--- src/rtl/decoder2x4_seq_if.sv ---
// Handshake and output bundle for decoder2x4_seq.
// master drives codes in; slave (the decoder) returns the one-hot word and status.
interface decoder2x4_seq_if;
    logic [1:0] din;
    logic       din_valid;
    logic       din_ready;
    logic [3:0] qout;
    logic       qout_valid;
    logic       busy;

    modport master (
        output din, din_valid,
        input  din_ready, qout, qout_valid, busy
    );

    modport slave (
        input  din, din_valid,
        output din_ready, qout, qout_valid, busy
    );
endinterface

--- src/rtl/decoder2x4_seq.sv ---
// Sequenced 2-to-4 decoder: accepts a code, drives its one-hot word for HOLD_CYCLES, then GAP_CYCLES of zeros.
// Optional DECODER_SEQ_COUNT_EN adds an 8-bit wrapping acceptance counter output dec_count.
module decoder2x4_seq #(
    parameter int unsigned HOLD_CYCLES = 4,
    parameter int unsigned GAP_CYCLES  = 1
) (
    input  logic             clk,
    input  logic             reset,
    decoder2x4_seq_if.slave  bus
`ifdef DECODER_SEQ_COUNT_EN
    ,
    output logic [7:0]       dec_count
`endif
);

    typedef enum logic [1:0] {
        IDLE  = 2'd0,
        DRIVE = 2'd1,
        GAP   = 2'd2
    } state_t;

    localparam bit         HAS_GAP   = (GAP_CYCLES != 0);
    localparam logic [7:0] HOLD_LOAD = 8'(HOLD_CYCLES - 1);
    localparam logic [7:0] GAP_LOAD  = HAS_GAP ? 8'(GAP_CYCLES - 1) : 8'd0;

    state_t     state_q, state_d;
    logic [7:0] cnt_q,   cnt_d;
    logic [1:0] code_q,  code_d;

`ifdef DECODER_SEQ_COUNT_EN
    logic [7:0] count_q, count_d;
`endif

    always_comb begin
        state_d = state_q;
        cnt_d   = cnt_q;
        code_d  = code_q;
`ifdef DECODER_SEQ_COUNT_EN
        count_d = count_q;
`endif
        unique case (state_q)
            IDLE: begin
                if (bus.din_valid) begin
                    code_d  = bus.din;
                    cnt_d   = HOLD_LOAD;
                    state_d = DRIVE;
`ifdef DECODER_SEQ_COUNT_EN
                    count_d = count_q + 8'd1;
`endif
                end
            end
            DRIVE: begin
                if (cnt_q == '0) begin
                    if (HAS_GAP) begin
                        state_d = GAP;
                        cnt_d   = GAP_LOAD;
                    end else begin
                        state_d = IDLE;
                    end
                end else begin
                    cnt_d = cnt_q - 8'd1;
                end
            end
            GAP: begin
                if (cnt_q == '0) begin
                    state_d = IDLE;
                end else begin
                    cnt_d = cnt_q - 8'd1;
                end
            end
            default: state_d = IDLE;
        endcase
    end

    // Outputs decode only registered state, so din never reaches qout combinationally.
    always_comb begin
        bus.din_ready  = (state_q == IDLE);
        bus.busy       = (state_q != IDLE);
        bus.qout_valid = (state_q == DRIVE);
        bus.qout       = (state_q == DRIVE) ? (4'b0001 << code_q) : '0;
    end

    always_ff @(posedge clk) begin
        if (reset) begin
            state_q <= IDLE;
            cnt_q   <= '0;
            code_q  <= '0;
`ifdef DECODER_SEQ_COUNT_EN
            count_q <= '0;
`endif
        end else begin
            state_q <= state_d;
            cnt_q   <= cnt_d;
            code_q  <= code_d;
`ifdef DECODER_SEQ_COUNT_EN
            count_q <= count_d;
`endif
        end
    end

`ifdef DECODER_SEQ_COUNT_EN
    assign dec_count = count_q;
`endif

endmodule

--- src/flat_wrapper.sv ---
// flat-port wrapper written by rule: the top's interface ports become plain ports
module decoder2x4_seq_flat 
#(
    parameter int unsigned HOLD_CYCLES = 4,
    parameter int unsigned GAP_CYCLES  = 1
)
  (clk, reset, bus_din, bus_din_valid, bus_din_ready, bus_qout, bus_qout_valid, bus_busy);
  decoder2x4_seq_if bus_i ();
  input  logic clk;
  input  logic reset;
  input wire logic [$bits(bus_i.din)-1:0] bus_din;
  input wire logic [$bits(bus_i.din_valid)-1:0] bus_din_valid;
  output wire logic [$bits(bus_i.din_ready)-1:0] bus_din_ready;
  output wire logic [$bits(bus_i.qout)-1:0] bus_qout;
  output wire logic [$bits(bus_i.qout_valid)-1:0] bus_qout_valid;
  output wire logic [$bits(bus_i.busy)-1:0] bus_busy;
  assign bus_i.din = bus_din;
  assign bus_i.din_valid = bus_din_valid;
  assign bus_din_ready = bus_i.din_ready;
  assign bus_qout = bus_i.qout;
  assign bus_qout_valid = bus_i.qout_valid;
  assign bus_busy = bus_i.busy;
  decoder2x4_seq #(.HOLD_CYCLES(HOLD_CYCLES), .GAP_CYCLES(GAP_CYCLES)) u_core (.clk(clk), .reset(reset), .bus(bus_i));
endmodule
--- config.mk ---
export PLATFORM = sky130hd
export DESIGN_NAME = decoder2x4_seq_flat
export DESIGN_NICKNAME = d
export VERILOG_FILES = /design/src/rtl/decoder2x4_seq_if.sv /design/src/rtl/decoder2x4_seq.sv /design/src/flat_wrapper.sv
export SDC_FILE = /design/constraint.sdc
export NUM_CORES = 1
export LEC_CHECK = 0
export CAP_MARGIN = 20
export CORE_UTILIZATION = 35
export DETAILED_ROUTE_END_ITERATION = 7
export GPL_ROUTABILITY_DRIVEN = 0
export PLACE_DENSITY_LB_ADDON = 0.08
export SLEW_MARGIN = 20
export SYNTH_ARGS = -nofsm -noshare
export SYNTH_HDL_FRONTEND = slang
export SYNTH_SLANG_ARGS = --single-unit
--- constraint.sdc ---
create_clock -name clk -period 1.7 [get_ports clk]
set_input_delay 0.255 -clock clk [delete_from_list [all_inputs] [get_ports clk]]
set_output_delay 0.255 -clock clk [all_outputs]
set_load 0.02 [all_outputs]
==> flow_summary.ini, run 1 <==
[logic_synthesis]
ys_warn_count = 0
avgSynthCellArea_um2 = 8.32
synth_top_area_share_pct = 31.4
syn_inst = 92
synth_seq_cells = 12
synthTopCellsByArea = dfxtp_1 (31%), ha_1 (9.8%), a21oi_1 (7.8%), nand2_1 (3.9%), inv_1 (3.4%)
ys_types = 33
synth_area_um2 = 766
synth_nets = 103
synth_edf_count = 0
yosysTopAreaCell = dfxtp_1
synth-seq-area-share_pct = 31.4
dominantRegCellSynth = dfxtp_1
async_flop_share_pct = 0

[sta]
setup_violations = 2
hold_violations = 0
fin_skew_ns = 0.00395
fmax_mhz = 562
fin_crit_ns = 1.78
post-route-period-util_pct = 105
grt_setup_unrepaired = yes
slew_headroom_pct = 79.8
max_slew.worst_pin.slew_ns = 0.299
finalMaxSlewViolations = 0
finalWorstSetupSlack_ns = -0.0796

[place]
pre_cts_ws_ns = -0.269
port_buffers = 11
dp_hpwl_um = 1430

[die]
initial_utilization_pct = 38.2
die_w_um = 48.8
die_height_um = 48.8
core_area_mm2 = 0.00200
rows = 16
ios = 12
die-area_mm2 = 0.00238

[pwr]
power.density_mw_per_mm2 = 2390
p_leak_nw = 0.507
max-vdd-ir-drop_mv = 1.27
power_mw = 2.85

[finish]
fin_util_pct = 59.5
antenna_cells = 0
drive_gt1_share_pct = 45.8
final_common_cell = buf_4
syn2layout_area_growth_pct = 55.6
layout_common_cells = buf_4 (22), a21oi_1 (11), nand2_1 (8)
final_nets = 144

[routing]
first_iter_violations = 22
dr.pass1.iters = 4
routed_wl_um = 2060
vias = 873
wl_per_cell_um = 13.0
drc = 0
antenna_left = 0
viasPerCell = 5.53

[clock_tree]
cts_sinks = 12
clockBufferDepth = 2
clkLatencyLatePin_ns = 0.27
numCtsBuffers = 3
cts_tree = built
cts-hold-fix-buffers = 0
clkTransAtPathRegs_ns = 0.07
clock_tree.root_cell = clkbuf_4
htreeDepth = 1

[critical_path]
path_class = flip-flop to flip-flop
worst_ep_arrival_time_ns = 1.97
cp-start-kind = flip-flop
r2r_slack_ns = -0.08
regToRegEndpoint = u_core.cnt_q[7]$_SDFFE_PP0P_
worstSetupEndpointType = flip-flop
required_ns = 1.89
r2r-start = u_core.cnt_q[4]$_SDFFE_PP0P_
ff2ff_path_depth = 5
path_max_fanout = 4

[global_route]
grt_use_total_pct = 18.6
grt_pass1_wl_um = 3520
grt_pass1_vias = 791
grt-ovfl-total = 0
grt_max_degree = 7
antenna_found_initial = 0

[run_status]
status = finished with violations
violations = negative setup slack

[worst_hold_path]
min_to = u_core.code_q[0]$_SDFFE_PP0P_
hold_path.class = flip-flop to flip-flop
hold-path-cell-count = 2
worstHoldStart = u_core.code_q[0]$_SDFFE_PP0P_

[run]
maxCapViolations = 0
-- where the power goes --
part / internal, mW / total [mW] / switching (mW)
clock: 0.0818 / 0.169 / 0.0874
combinational: 1.12 / 2.15 / 1.03
sequential: 0.415 / 0.527 / 0.112
-- cell families (layout without fill, tap and decap cells) --
family	after synthesis	after routing	share of synthesized area (%)
AOI/OAI and AO/OA	30	31	26.1
buffers and inverters	8	46	4.90
adders and majority gates	6	6	9.80
and+or+nand+nor	36	36	27.8
DFF	12	12	31.4
-- worst max path at each step --
stage,from,to,slack (ns)
finish,u_core.cnt_q[4]$_SDFFE_PP0P_,u_core.cnt_q[7]$_SDFFE_PP0P_,-0.08
detailed placement,bus_din_valid,u_core.cnt_q[7]$_SDFFE_PP0P_,-0.27
global route,u_core.cnt_q[4]$_SDFFE_PP0P_,u_core.cnt_q[7]$_SDFFE_PP0P_,-0.11
floorplan,u_core.state_q[1]$_SDFFE_PP0P_,u_core.cnt_q[5]$_SDFFE_PP0P_,-0.07
global placement,bus_din_valid,u_core.cnt_q[7]$_SDFFE_PP0P_,-0.23
CTS,u_core.cnt_q[1]$_SDFFE_PP0P_,u_core.cnt_q[7]$_SDFFE_PP0P_,-0.08
-- state kept, by name, summed over array words and instances (netlist names) --
signal          flops
u_core.code_q       2
u_core.state_q      2
u_core.cnt_q        8
-- repair_timing --
item	in CTS	in global routing
setup buffers	1	3
gates cloned	1	0
endpoints found under the setup margin	14	14
endpoints found under the hold margin	0	0
pin swaps	4	5
resized for setup	19	20
-- final cells by class --
cell class | instances | area [um2]
clock buffers | 3 | 22.5
fillers | 190 | 811
inverters | 7 | 26.3
multi-input cells | 73 | 562
flip-flops and latches | 12 | 253
well taps | 27 | 33.8
repair buffers | 36 | 294
-- cell usage after synthesis (all sizes together) (2+ instances only) --
cell,n
a211oi,3
a21o,2
a21oi,12
a311oi,2
dfxtp,12
ha,6
inv,7
nand2,8
nand3,2
nor2,7
nor3,2
nor3b,2
o21ai,2
o31ai,3
o41ai,2
or3,2
or4,4
-- worst max-delay path, cell delays in order (launching register included) --
cell	delay (ns)
dfxtp_2	0.33
buf_6	0.11
or4_4	0.56
nor2_2	0.12
or4b_1	0.43
a21oi_1	0.17
-- routing by layer --
layer | track usage (%) | routed length, um | vias up
li1 | - | - | 432
met1 | 25.6 | 967 | 413
met2 | 29.2 | 961 | 24
met3 | 4.98 | 96 | 4
met4 | 3.92 | 35 | 0
met5 | 0 | 0 | -
-- stage by stage --
step | std cells | hold WS (ns) | setup TNS, ns | area (um2)
floorplan | 92 | 0.320 | -0.0719 | 788
global placement | 150 | 0.478 | -1.00 | 1080
detailed placement | 150 | 0.493 | -1.14 | 1080
CTS | 155 | 0.503 | -0.172 | 1140
global route | 158 | 0.537 | -0.569 | 1190
finish | 158 | 0.499 | -0.101 | 1190
No activity file was read; power rests on OpenSTA's default activity.
==> run 2: changes to the inputs <==
--- a/config.mk
+++ b/config.mk
@@ -6,7 +6,8 @@
 export NUM_CORES = 1
 export LEC_CHECK = 0
 export CAP_MARGIN = 20
-export CORE_UTILIZATION = 35
+export CORE_UTILIZATION = 46
+export CTS_CLUSTER_SIZE = 16
 export DETAILED_ROUTE_END_ITERATION = 7
 export GPL_ROUTABILITY_DRIVEN = 0
 export PLACE_DENSITY_LB_ADDON = 0.08
==> run 2 against run 1 <==
Effect of this change:
- the run still ends with negative setup slack left
- clock-buffer cell count increased by 1
- flip-flop and latch count unchanged
- combinational power about the same
- critical path type unchanged
- highest routed layer unchanged
==> flow_summary.ini, run 2 (synthesis results as in run 1) <==
[critical_path]
crit_path_cell_trace = inv_2, ha_4, nor3b_4, a311o_2, or4_4, a21oi_2
worst_ep_arrival_time_ns = 2.04
cp-start-kind = flip-flop
max_stage_delay_ns = 0.53
path_max_fanout = 8
path_class = flip-flop to flip-flop
required_ns = 1.91
slowest_stage = or4_4
worstSetupEndpointType = flip-flop

[sta]
grt_setup_unrepaired = yes
post-route-period-util_pct = 108
hold_ws_ns = 0.505
hold_violations = 0
max_slew.worst_pin.slew_ns = 0.320
finalWorstSetupSlack_ns = -0.130
finalMaxSlewViolations = 0
slew_headroom_pct = 78.5
fin_crit_ns = 1.83
fin_skew_ns = 0.00293
setup_violations = 6
fmax_mhz = 546

[clock_tree]
clkLatencyLatePin_ns = 0.27
cts_sinks = 12
htreeDepth = 1
numCtsBuffers = 3
clockBufferDepth = 2
clock_tree.root_cell = clkbuf_4
cts_tree = built
clkTransAtPathRegs_ns = 0.09

[die]
ios = 12
core_area_mm2 = 0.00152
rows = 14
die-area_mm2 = 0.00183
die_w_um = 42.8
die_height_um = 42.8
initial_utilization_pct = 50.2

[pwr]
max-vdd-ir-drop_mv = 1.59
power.density_mw_per_mm2 = 2450
p_leak_nw = 0.505
power_mw = 2.92

[place]
placed_area_mm2 = 0.00105
dp.cells = 137
port_buffers = 11
dp_hpwl_um = 1420

[global_route]
grt_pass1_wl_um = 3220
grt_use_total_pct = 22.4
grt_pass1_vias = 768
antenna_found_initial = 0
grt_max_degree = 9
grt-ovfl-total = 0

[run_status]
violations = negative setup slack
status = finished with violations

[finish]
layout.cells.non_filler = 144
final_common_cell = buf_4
largest_reg_flops = 8
largest-register = u_core.cnt_q
antenna_cells = 0
reg_top3 = u_core.cnt_q: 8 flops, u_core.code_q: 2 flops, u_core.state_q: 2 flops
postLayoutCellArea_mm2 = 0.00119
drive_gt1_share_pct = 44.5
layout_common_cells = buf_4 (21), a21oi_1 (10), nand2_1 (8), dfxtp_1 (8), nor2_1 (7)
final_nets = 140
syn2layout_area_growth_pct = 55.7

[routing]
wl_per_cell_um = 14.5
viasPerCell = 5.84
antenna_left = 0
drc = 0
vias = 841
routed_wl_um = 2090
first_iter_violations = 16
dr.pass1.iters = 4

[run]
maxCapViolations = 0

[worst_hold_path]
hold_path.class = flip-flop to flip-flop
-- run 2: final cells by class --
class / instances / area (um2)
well taps: 16 / 20.0
flip-flops and latches: 12 / 245
repair buffers: 33 / 272
multi-input cells: 72 / 593
inverters: 7 / 26.3
clock buffers: 4 / 36.3
fillers: 103 / 332
-- run 2: what timing repair did --
action                     CTS  global route
setup buffers                1             2
hold endpoints to repair     0             0
setup endpoints to repair   14            13
gates cloned                 0             0
pin swaps                    3             9
hold buffers                 0             0
resized for setup           18            18
-- run 2: worst paths after layout --
path	from	to	slack, ns	cells past startpoint
hold / removal	u_core.cnt_q[1]$_SDFFE_PP0P_	u_core.cnt_q[1]$_SDFFE_PP0P_	0.51	2
hold reg to reg	u_core.cnt_q[1]$_SDFFE_PP0P_	u_core.cnt_q[1]$_SDFFE_PP0P_	0.51	2
setup reg to reg	u_core.cnt_q[1]$_SDFFE_PP0P_	u_core.cnt_q[5]$_SDFFE_PP0P_	-0.13	6
setup / recovery	u_core.cnt_q[1]$_SDFFE_PP0P_	u_core.cnt_q[5]$_SDFFE_PP0P_	-0.13	6
-- run 2: worst max-delay path: cells and delay by family, from the launching register on --
family,cells,cell delay [ns]
buffers and inverters,1,0.05
adder cells (fa/ha/maj),1,0.14
flip-flops,1,0.34
AND/OR/NAND/NOR,2,0.67
AO/OA/AOI/OAI,2,0.57
-- run 2: per-stage QoR --
step	setup WS [ns]	setup TNS [ns]	util [%]
final	-0.130	-0.524	78.2
after global routing	-0.199	-0.923	78.2
after CTS	-0.103	-0.293	72.7
after detailed placement	-0.229	-0.989	68.9
after global placement	-0.217	-0.860	68.9
after floorplan	-0.0660	-0.0719	-
-- run 2: per-layer routing --
| metal | share of wire, % | vias to the layer above | global-route usage, % |
|---|---|---|---|
| met5 | 0 | - | 0 |
| met4 | 1.7 | 0 | 7.50 |
| met3 | 2.6 | 6 | 2.55 |
| met2 | 48 | 16 | 38.5 |
| met1 | 48 | 398 | 28.8 |
| li1 | - | 421 | - |
-- run 2: where the power goes --
group          total, mW  switching (mW)  internal (mW)
clock network      0.240           0.110          0.130
registers          0.548           0.145          0.403
logic               2.14            1.03           1.11
